**config.mk**
```make
export PLATFORM = sky130hd
export DESIGN_NAME = pwm_multi_gen
export DESIGN_NICKNAME = d
export VERILOG_FILES = /design/src/rtl/pwm_multi_gen.sv
export SDC_FILE = /design/constraint.sdc
export NUM_CORES = 1
export LEC_CHECK = 0
export CORE_AREA = 2 2 105 87
export DETAILED_ROUTE_END_ITERATION = 7
export DIE_AREA = 0 0 107 89
export PLACE_DENSITY_LB_ADDON = 0.12
export SYNTH_ARGS = -nofsm -noshare
export SYNTH_HDL_FRONTEND = slang
export SYNTH_SLANG_ARGS = --single-unit
export TNS_END_PERCENT = 30
```
**constraint.sdc**
```tcl
create_clock -name clk -period 6 [get_ports clk]
set_input_delay 0.6 -clock clk [delete_from_list [all_inputs] [get_ports clk]]
set_output_delay 0.6 -clock clk [all_outputs]
set_load 0.01 [all_outputs]
```
**src/rtl/pwm_multi_gen.sv**
```systemverilog
`timescale 1ns / 1ps
`default_nettype none
// +--------------------------------------------------------------------------+
// | Module      : pwm_multi_gen                                              |
// | Description : Multi-channel PWM generator with clock prescaler, edge- or |
// |               center-aligned counting and shadowed duty registers that   |
// |               are loaded glitch-free at period boundaries.               |
// | Revision    : 1.0 - initial release                                      |
// +--------------------------------------------------------------------------+
module pwm_multi_gen #(
  parameter int CHANNELS = 4,
  parameter int R        = 6,
  parameter int PRESC_W  = 8
) (
  input  logic                                           clk,
  input  logic                                           reset,
  input  logic                                           enable,
  input  logic [PRESC_W-1:0]                             prescale,
  input  logic                                           mode,
  input  logic                                           wr_en,
  input  logic [$clog2(CHANNELS > 1 ? CHANNELS : 2)-1:0] wr_ch,
  input  logic [R:0]                                     wr_duty,
  output logic [CHANNELS-1:0]                            pwm_out,
  output logic                                           period_tick
);

  localparam int            CH_W      = $clog2(CHANNELS > 1 ? CHANNELS : 2);
  localparam logic [R-1:0]  CNT_TOP   = {R{1'b1}};
  localparam logic [R:0]    DUTY_FULL = {1'b1, {R{1'b0}}};
  localparam logic [CH_W:0] NUM_CH    = (CH_W + 1)'(CHANNELS);

  logic [PRESC_W-1:0] pcnt;
  logic [PRESC_W-1:0] presc_l;
  logic [R-1:0]       cnt;
  logic [R-1:0]       cnt_next;
  logic               dir_down;
  logic               dir_down_next;
  logic               mode_l;
  // Set while stopped (reset or enable low); the first enabled cycle is
  // spent loading the shadow registers so the new period starts clean.
  logic               start;
  // Marks the first cycle with cnt==0 of a period; delayed once more to
  // line period_tick up with the registered outputs.
  logic               new_period;
  logic               step;
  logic               boundary;
  logic               load;
  logic [R:0]         wr_sat;
  logic [R:0]         pending [CHANNELS];
  logic [R:0]         active  [CHANNELS];

  // Prescaler terminal count, period boundary detection and write saturation
  always_comb begin
    step     = (pcnt == presc_l);
    boundary = enable & ~start & step & (cnt_next == '0);
    load     = enable & (start | boundary);
    wr_sat   = (wr_duty > DUTY_FULL) ? DUTY_FULL : wr_duty;
  end

  // Next counter value: sawtooth in edge mode, up/down triangle in center mode
  always_comb begin
    cnt_next      = cnt + 1'b1;
    dir_down_next = dir_down;
    if (mode_l) begin
      if (dir_down) begin
        cnt_next = cnt - 1'b1;
      end else if (cnt == CNT_TOP) begin
        cnt_next      = cnt - 1'b1;
        dir_down_next = 1'b1;
      end
    end
  end

  // Prescaler, counter, direction, latched configuration and period marker
  always_ff @(posedge clk) begin
    if (reset) begin
      pcnt        <= '0;
      cnt         <= '0;
      dir_down    <= 1'b0;
      mode_l      <= 1'b0;
      presc_l     <= '0;
      start       <= 1'b1;
      new_period  <= 1'b0;
      period_tick <= 1'b0;
    end else if (!enable) begin
      pcnt        <= '0;
      cnt         <= '0;
      dir_down    <= 1'b0;
      start       <= 1'b1;
      new_period  <= 1'b0;
      period_tick <= 1'b0;
    end else begin
      period_tick <= new_period;
      new_period  <= load;
      if (start) begin
        start    <= 1'b0;
        pcnt     <= '0;
        cnt      <= '0;
        dir_down <= 1'b0;
      end else if (step) begin
        pcnt     <= '0;
        cnt      <= cnt_next;
        // Arriving at zero always restarts counting upwards
        dir_down <= boundary ? 1'b0 : dir_down_next;
      end else begin
        pcnt <= pcnt + 1'b1;
      end
      if (load) begin
        mode_l  <= mode;
        presc_l <= prescale;
      end
    end
  end

  // Shadow duty writes and boundary transfer into the live compare registers
  always_ff @(posedge clk) begin
    if (reset) begin
      for (int i = 0; i < CHANNELS; i++) begin
        pending[i] <= '0;
        active[i]  <= '0;
      end
    end else begin
      if (load) begin
        for (int i = 0; i < CHANNELS; i++) begin
          active[i] <= pending[i];
        end
      end
      if (wr_en && ({1'b0, wr_ch} < NUM_CH)) begin
        pending[wr_ch] <= wr_sat;
      end
    end
  end

  // Registered compare; held low while stopped or during the load cycle
  always_ff @(posedge clk) begin
    if (reset) begin
      pwm_out <= '0;
    end else begin
      for (int i = 0; i < CHANNELS; i++) begin
        pwm_out[i] <= enable & ~start & ({1'b0, cnt} < active[i]);
      end
    end
  end

endmodule
`default_nettype wire

```
# == After elaboration in Yosys (flattened, before gate mapping) ==
# Memories as Yosys holds them, arrays and structs flattened.
# Index checks and enable logic that the tools add are counted.
# totals
ram_bits,56
memories,2
regBits,31
out_inout_bits,5
# op_classes
n_lt_le_gt_ge,5
bitwise_logic,15
addsub,3
n_eq_ne,2
muxes,24
n_reduce_logical,8
# mem_list
name,words,width,read_ports,rd_ports_with_merged_regs,write_ports,line,rtl
active,4,7,4,0,4,50,logic [R:0] active [CHANNELS];
pending,4,7,4,0,4,49,logic [R:0] pending [CHANNELS];
# op_table
cell,count
$mux 7,6
$lt 6x7->1,4
$mux 6,3
$mux 1,14
$add 8x1->8 const B,1
$and 1x1->1,8
$eq 8x8->1,1
$gt 7x7->1 const B,1
$reduce_or 7->1,1
$add 6x1->6 const B,1
$eq 6x6->1 const B,1
$logic_not 6->1,1
$sub 6x1->6 const B,1
$or 1x1->1,5
$reduce_and 2->1,2
$reduce_or 4->1,1
$reduce_or 3->1,1
$mux 2,1
$not 1->1,2
$reduce_bool 2->1,1
$reduce_or 2->1,1

# == Depth between registers and ports, before layout ==
# Gate-level depths: netlist (run 1).
# logic_depth
word_depth,12
mapped_depth,12
mapped_depth_nobuf,9

# == Worst setup path before layout (run 1) ==
# Ideal clock, no wire load.
# synth_path
path_kind,flip-flop to flip-flop
start,reg cnt[1]
end,mem active[0][0] (netlist bit) (enable)
synth_period_minus_slack_ns,3.131
required_time_ns,5.544
arrival_time_ns,2.675
setup_ns,0.456
n_path_buf,1
slack_ns,2.869
stages_incl_launch_ff,9
path_cell_list,dfxtp_1 ha_1 nand4_2 o21a_2 and4_4 mux4_2 a22oi_2 buf_6 nand2b_1
# synth_lines
item,line,rtl
from (decl),34,logic [R-1:0] cnt;
from (signal assigned),102,cnt <= cnt_next;
to (decl),50,

==> flow_metrics.py, run 1 <==
metrics = {
    "die": {
        "die_x_um": 107,
        "start_util": 0.491,
        "rows": 30,
        "fp.dieArea_sq_um": 9520,
        "die-height_um": 89,
        "ios": 27,
        "core_area_sq_um": 8370,
    },
    "layout": {
        "nets": 436,
        "drive_gt1_frac": 0.104,
        "area_delta_synth_final_pct": 13.9,
        "design_area_sq_um": 4690,
        "final_util": 0.560,
        "fill_cells": 727,
        "layout_common_cells": "nor2_1, edfxtp_1, dfxtp_1",
        "n_antenna_cell": 0,
    },
    "worst_setup_path": {
        "cp_slowest_cell": "a22oi_2",
        "ff2ff_path_depth": 8,
        "crit_chain": "ha_1 > nand4_2 > o21a_2 > and4_4 > mux4_2 > a22oi_2 > nand2b_1 > buf_4",
        "crit_arrival_ps": 3460,
        "crit_path_max_incr_delay_ps": 610,
        "cp-start-kind": "flop",
        "crit_type": "reg -> reg",
        "cp.required_ps": 6080,
        "end_kind": "flop",
        "path_max_fanout": 28,
    },
    "power": {
        "p_int_uw": 959,
        "ir_drop_uv": 145,
        "sw_frac_of_total": 0.228,
        "combPwrFrac": 0.080,
        "clockPowerShare": 0.369,
        "pwr_density_cell_nw_per_um2": 265,
        "seqPwrFrac": 0.551,
        "leakage_nw": 1.96,
        "switchingPower_uw": 283,
    },
    "global_route": {
        "grt_pass1_vias": 2400,
        "grt.overflow.total": 0,
        "grtUsageTotal": 0.168,
        "grt_max_degree": 30,
        "grt_pass1_wl_um": 12100,
        "antenna_found_initial": 0,
    },
    "routing": {
        "drc": 0,
        "drtAntennaViolNets": 0,
        "avgViaCountPerCell": 4.86,
        "routed_wirelength_um": 7240,
        "vias": 2470,
        "wire_per_inst_um": 14.2,
        "drt_iter0_markers": 112,
        "firstDrtPassIters": 4,
    },
    "sta": {
        "finalHoldViolCount": 0,
        "tightest_slew_ps": 756,
        "max_freq_mhz": 295,
        "setup_viol": 0,
        "layout_setup_ws_ps": 2610,
        "fin_crit_sh": 0.564,
        "finalCriticalPeriod_ps": 3390,
        "drv_slew": 0,
        "skew_ps": 12.0,
        "max-slew-margin-rel": 0.496,
        "finalSetupTns_ps": 0,
        "rsz0062_at_grt": "false",
    },
    "cts": {
        "cts-resized-gates": 0,
        "cts.hold.buffers_added": 0,
        "clkLatencyLatePin_ps": 360,
        "path_clk_slew_ps": 90,
        "root_buffer": "clkbuf_8",
        "h-tree-depth": 3,
        "post_cts_buffers": 0,
        "cts_tree": "yes",
        "cts_made_buffers": 9,
        "cts_num_sinks": 87,
        "clk_path_buf_depth": 2,
    },
    "synth": {
        "netlist_area_sq_um": 4110,
        "ys_ff_latch": 87,
        "synth_edf_count": 56,
        "synth_cell_types": 46,
        "syn_area_per_cell_sq_um": 11.3,
        "syn_nets": 409,
        "seq_area_frac_synth": 0.560,
        "synthCells": 364,
        "yosys_warnings": 0,
        "ys_async_sr_fraction": 0,
        "synth_ff_type": "edfxtp_1",
    },
    "flow_run": {
        "cap_violations": 0,
    },
    "place": {
        "dp_hpwl_um": 5240,
        "portBuffers": 26,
        "gp_congestion": 0.810,
        "dpl_cell_area_sq_um": 4460,
        "dp_slack_ps": 2640,
    },
    "outcome": {
        "status": "finished clean",
    },
    "hold_path": {
        "min_delay_path_depth": 2,
        "hold_class": "reg -> reg",
    },
}
per-stage QoR:
step,power (mW),cells,hold slack (ps)
final,1.24,508,413
after floorplan,0.761,364,394
after CTS,1.25,508,417
after global routing,1.29,508,454
after detailed placement,0.800,492,402
after global placement,0.798,492,399
power groups by stage:
stage	Clock, mW	Combinational (mW)	Sequential (mW)
2_1_floorplan	0	0.0673	0.694
3_3_place_gp	0	0.0986	0.699
3_5_place_dp	0	0.100	0.699
4_1_cts	0.468	0.101	0.685
5_1_grt	0.493	0.111	0.689
6_report	0.458	0.0995	0.685
flip-flops by register name, indices dropped and copies added, names as in the netlist:
register and flops:
new_period 1, mode_l 1, active 28, pcnt 8
pending 28, period_tick 1, start 1, cnt 6
dir_down 1, presc_l 8, pwm_out 4
cell families (layout without fill, tap and decap cells):
group	after synthesis	after routing	share of synthesized area
AOI/OAI and AO/OA	44	44	0.0800
xor gates and xnor gates	18	18	0.0383
and+or+nand+nor	145	145	0.184
buffers and inverters	37	69	0.0405
DFF	87	87	0.560
muxes	10	10	0.0274
adders and majority gates	23	23	0.0700
worst max-delay path, delay by kind of cell (launching register included):
family | cells | cell delay, ps
and+or+nand+nor | 3 | 460
buffers and inverters | 1 | 270
AOI/OAI and AO/OA | 2 | 930
muxes | 1 | 510
DFF | 1 | 570
adders and majority gates | 1 | 360
synth_stat cells (all sizes together) (2+ instances only):
master  number  share of area
nand3        8         0.0097
nand2b      11          0.017
clkbuf       6         0.0055
buf          7          0.013
nor2        56          0.051
nand3b       2         0.0036
a21oi       11          0.014
ha          23          0.070
o21a         5         0.0094
nor3         2         0.0036
edfxtp      56           0.41
nand2       19          0.017
mux2i        9          0.022
a21o        16          0.029
nor4         3         0.0046
or2          2         0.0030
or3          2         0.0030
and3         3         0.0046
dfxtp       31           0.15
xnor2        3         0.0064
xor2        15          0.032
and2        31          0.053
o21ai        3         0.0036
a22oi        2         0.0049
inv         23          0.021
final cells by class:
type                            instances  area, sq um  area share
Clock buffer                            9          124      0.0264
Clock inverter                          7          103      0.0219
Inverter                               24         90.1      0.0192
Multi-Input combinational cell        240         1640       0.351
Sequential cell                        87         2300       0.491
Tap cell                              112          140      0.0299
Timing Repair Buffer                   29          283      0.0603
metal layers:
layer  up-vias  global-route usage  wire length, um
met5         -                   0                0
met4         0              0.0638               96
met3         7              0.0372              210
met2        46               0.245             2970
met1      1120               0.247             3960
li1       1297                   -                -
worst paths after layout:
kind	startpoint	slack, ps	to
worst min register to register	new_period	410	period_tick
worst max-delay path	cnt[0]	2610	active[1][3]
worst min-delay path	new_period	410	period_tick
worst max register to register	cnt[0]	2610	active[1][3]
Note: power is estimated with default switching activity, not from simulation.
==> run 2, diff against run 1 <==
clock period = 3.4 ns   (was 6 ns; I/O delays follow)
==> run 2 against run 1 <==
Against the previous run:
- critical path depth grew 1
- first-iteration DRC count decreased by 21%
- flip-flop and latch count stayed put
- count of clock-buffer cells in the layout increased by 1
- via count grew 3.0%
- clock power up 62%
- cell count rose by 0.39%
==> flow_metrics.py, run 2 (synthesis results as in run 1) <==
metrics = {
    "outcome": {
        "status": "finished clean",
    },
    "die": {
        "start_util": 0.491,
        "ios": 27,
        "die-height_um": 89,
        "die_x_um": 107,
        "rows": 30,
        "core_area_sq_um": 8370,
        "fp.dieArea_sq_um": 9520,
    },
    "routing": {
        "avgViaCountPerCell": 4.99,
        "routed-wl-met2_um": 3100,
        "firstDrtPassIters": 4,
        "vias": 2545,
        "drc": 0,
        "drtAntennaViolNets": 0,
        "top_layer": "met4",
        "routed_wirelength_um": 7390,
        "routedLengthMet1_um": 3930,
        "dr_wl_met3_um": 267,
        "drt_iter0_markers": 88,
        "wire_per_inst_um": 14.5,
    },
    "global_route": {
        "grt_max_degree": 30,
        "antenna_found_initial": 0,
        "grtUsageTotal": 0.174,
        "grt.overflow.total": 0,
        "grt_pass1_wl_um": 12500,
        "grt_pass1_vias": 2456,
    },
    "worst_setup_path": {
        "ff2ff_path_depth": 9,
        "crit_arrival_ps": 3030,
        "regToRegStartpoint": "cnt[0]",
        "cp-start-kind": "flop",
        "rrSetupSlack_ps": 480,
        "cp.required_ps": 3510,
        "crit_type": "reg -> reg",
        "end_kind": "flop",
        "regToRegEndpoint": "active[0][6]",
        "path_max_fanout": 29,
    },
    "cts": {
        "cts_made_buffers": 9,
        "path_clk_slew_ps": 90,
        "post_cts_buffers": 0,
        "cts_tree": "yes",
        "h-tree-depth": 3,
        "clk_path_buf_depth": 2,
        "clkLatencyLatePin_ps": 350,
        "cts-resized-gates": 0,
        "root_buffer": "clkbuf_8",
        "cts_num_sinks": 87,
        "cts.hold.buffers_added": 0,
    },
    "layout": {
        "reg_top3": "active: 28 flops, pending: 28 flops",
        "n_antenna_cell": 0,
        "area_delta_synth_final_pct": 13.8,
        "nets": 438,
        "layout_common_cells": "nor2_1, edfxtp_1, dfxtp_1",
        "final_util": 0.559,
        "drive_gt1_frac": 0.106,
    },
    "sta": {
        "hold_ws_ps": 428,
        "drv_slew": 0,
        "max_freq_mhz": 342,
        "finalSetupTns_ps": 0,
        "finalCriticalPeriod_ps": 2920,
        "rsz0062_at_grt": "false",
        "skew_ps": 10.5,
        "finalHoldViolCount": 0,
        "fin_crit_sh": 0.860,
        "max-slew-margin-rel": 0.537,
        "tightest_slew_ps": 694,
        "setup_viol": 0,
    },
    "flow_run": {
        "cap_violations": 0,
    },
    "place": {
        "dp_hpwl_um": 5360,
        "gp_congestion": 0.802,
        "portBuffers": 26,
    },
    "hold_path": {
        "min_to": "period_tick",
        "worstHoldStart": "new_period",
        "min_delay_path_depth": 2,
        "hold_class": "reg -> reg",
    },
    "power": {
        "leakage_nw": 1.95,
        "pwr_density_cell_nw_per_um2": 455,
        "ir_drop_uv": 215,
    },
}
==> run 2: cell count changes in the layout (fill, tap and decap cells not counted) <==
| cell | before | now |
|---|---|---|
| clkinv_4 | 1 | 3 |
| inv_6 | 2 | 0 |
| clkinv_2 | 1 | 0 |
| clkbuf_1 | 0 | 1 |
| buf_4 | 3 | 5 |
| bufinv_16 | 2 | 1 |
| inv_8 | 1 | 2 |
==> run 2: worst max path at each step <==
stage	from	slack, ps	depth (start not counted)	to
after floorplan	cnt[1]	270	8	active[0][0]
after global placement	cnt[1]	560	9	active[1][6]
after detailed placement	cnt[1]	490	9	active[0][6]
after CTS	cnt[1]	470	9	active[0][6]
after global routing	cnt[1]	310	9	active[2][5]
final	cnt[0]	480	9	active[0][6]
==> run 2: layout make-up <==
cell class              instances  area, sq um
multi-input cells             240         1640
inverters                      24         90.1
repair buffers                 31          298
flip-flops and latches         87         2300
clock inverters                 6         78.8
well taps                     112          140
clock buffers                  10          128
fillers                       725         3690
==> run 2: critical path, stage by stage (launching register included) <==
cell	delay (ps)
dfxtp_1	560
ha_1	340
nand4_2	150
o21a_2	320
and4_4	210
mux4_2	500
a21oi_2	130
nor2_1	50
buf_4	210
and2_1	190
==> run 2: per-layer routing <==
| layer | vias to the layer above | track usage |
|---|---|---|
| met3 | 11 | 0.0343 |
| li1 | 1306 | - |
| met4 | 0 | 0.0661 |
| met5 | - | 0 |
| met1 | 1185 | 0.253 |
| met2 | 43 | 0.259 |
==> run 2: through the flow <==
step	power [mW]	instances	worst slack (ps)	instance area [sq um]
2_1_floorplan	1.34	364	269	4110
3_3_place_gp	1.41	494	563	4470
3_5_place_dp	1.41	494	488	4470
4_1_cts	2.15	510	470	4680
5_1_grt	2.23	510	315	4680
6_report	2.13	510	476	4680
==> run 2: report_power, final <==
group | internal, mW | switching (mW) | total [mW]
Sequential | 1.19 | 0.0247 | 1.21
Combinational | 0.0839 | 0.0902 | 0.174
Clock | 0.354 | 0.388 | 0.743
Total | 1.62 | 0.503 | 2.13
==> run 3, diff against run 2 <==
CAP_MARGIN = 20   (was unset)
CTS_CLUSTER_DIAMETER = 100   (was unset)
==> results of run 3 <==
Same layout as run 2: the final DEF is identical, and so are final timing and power.
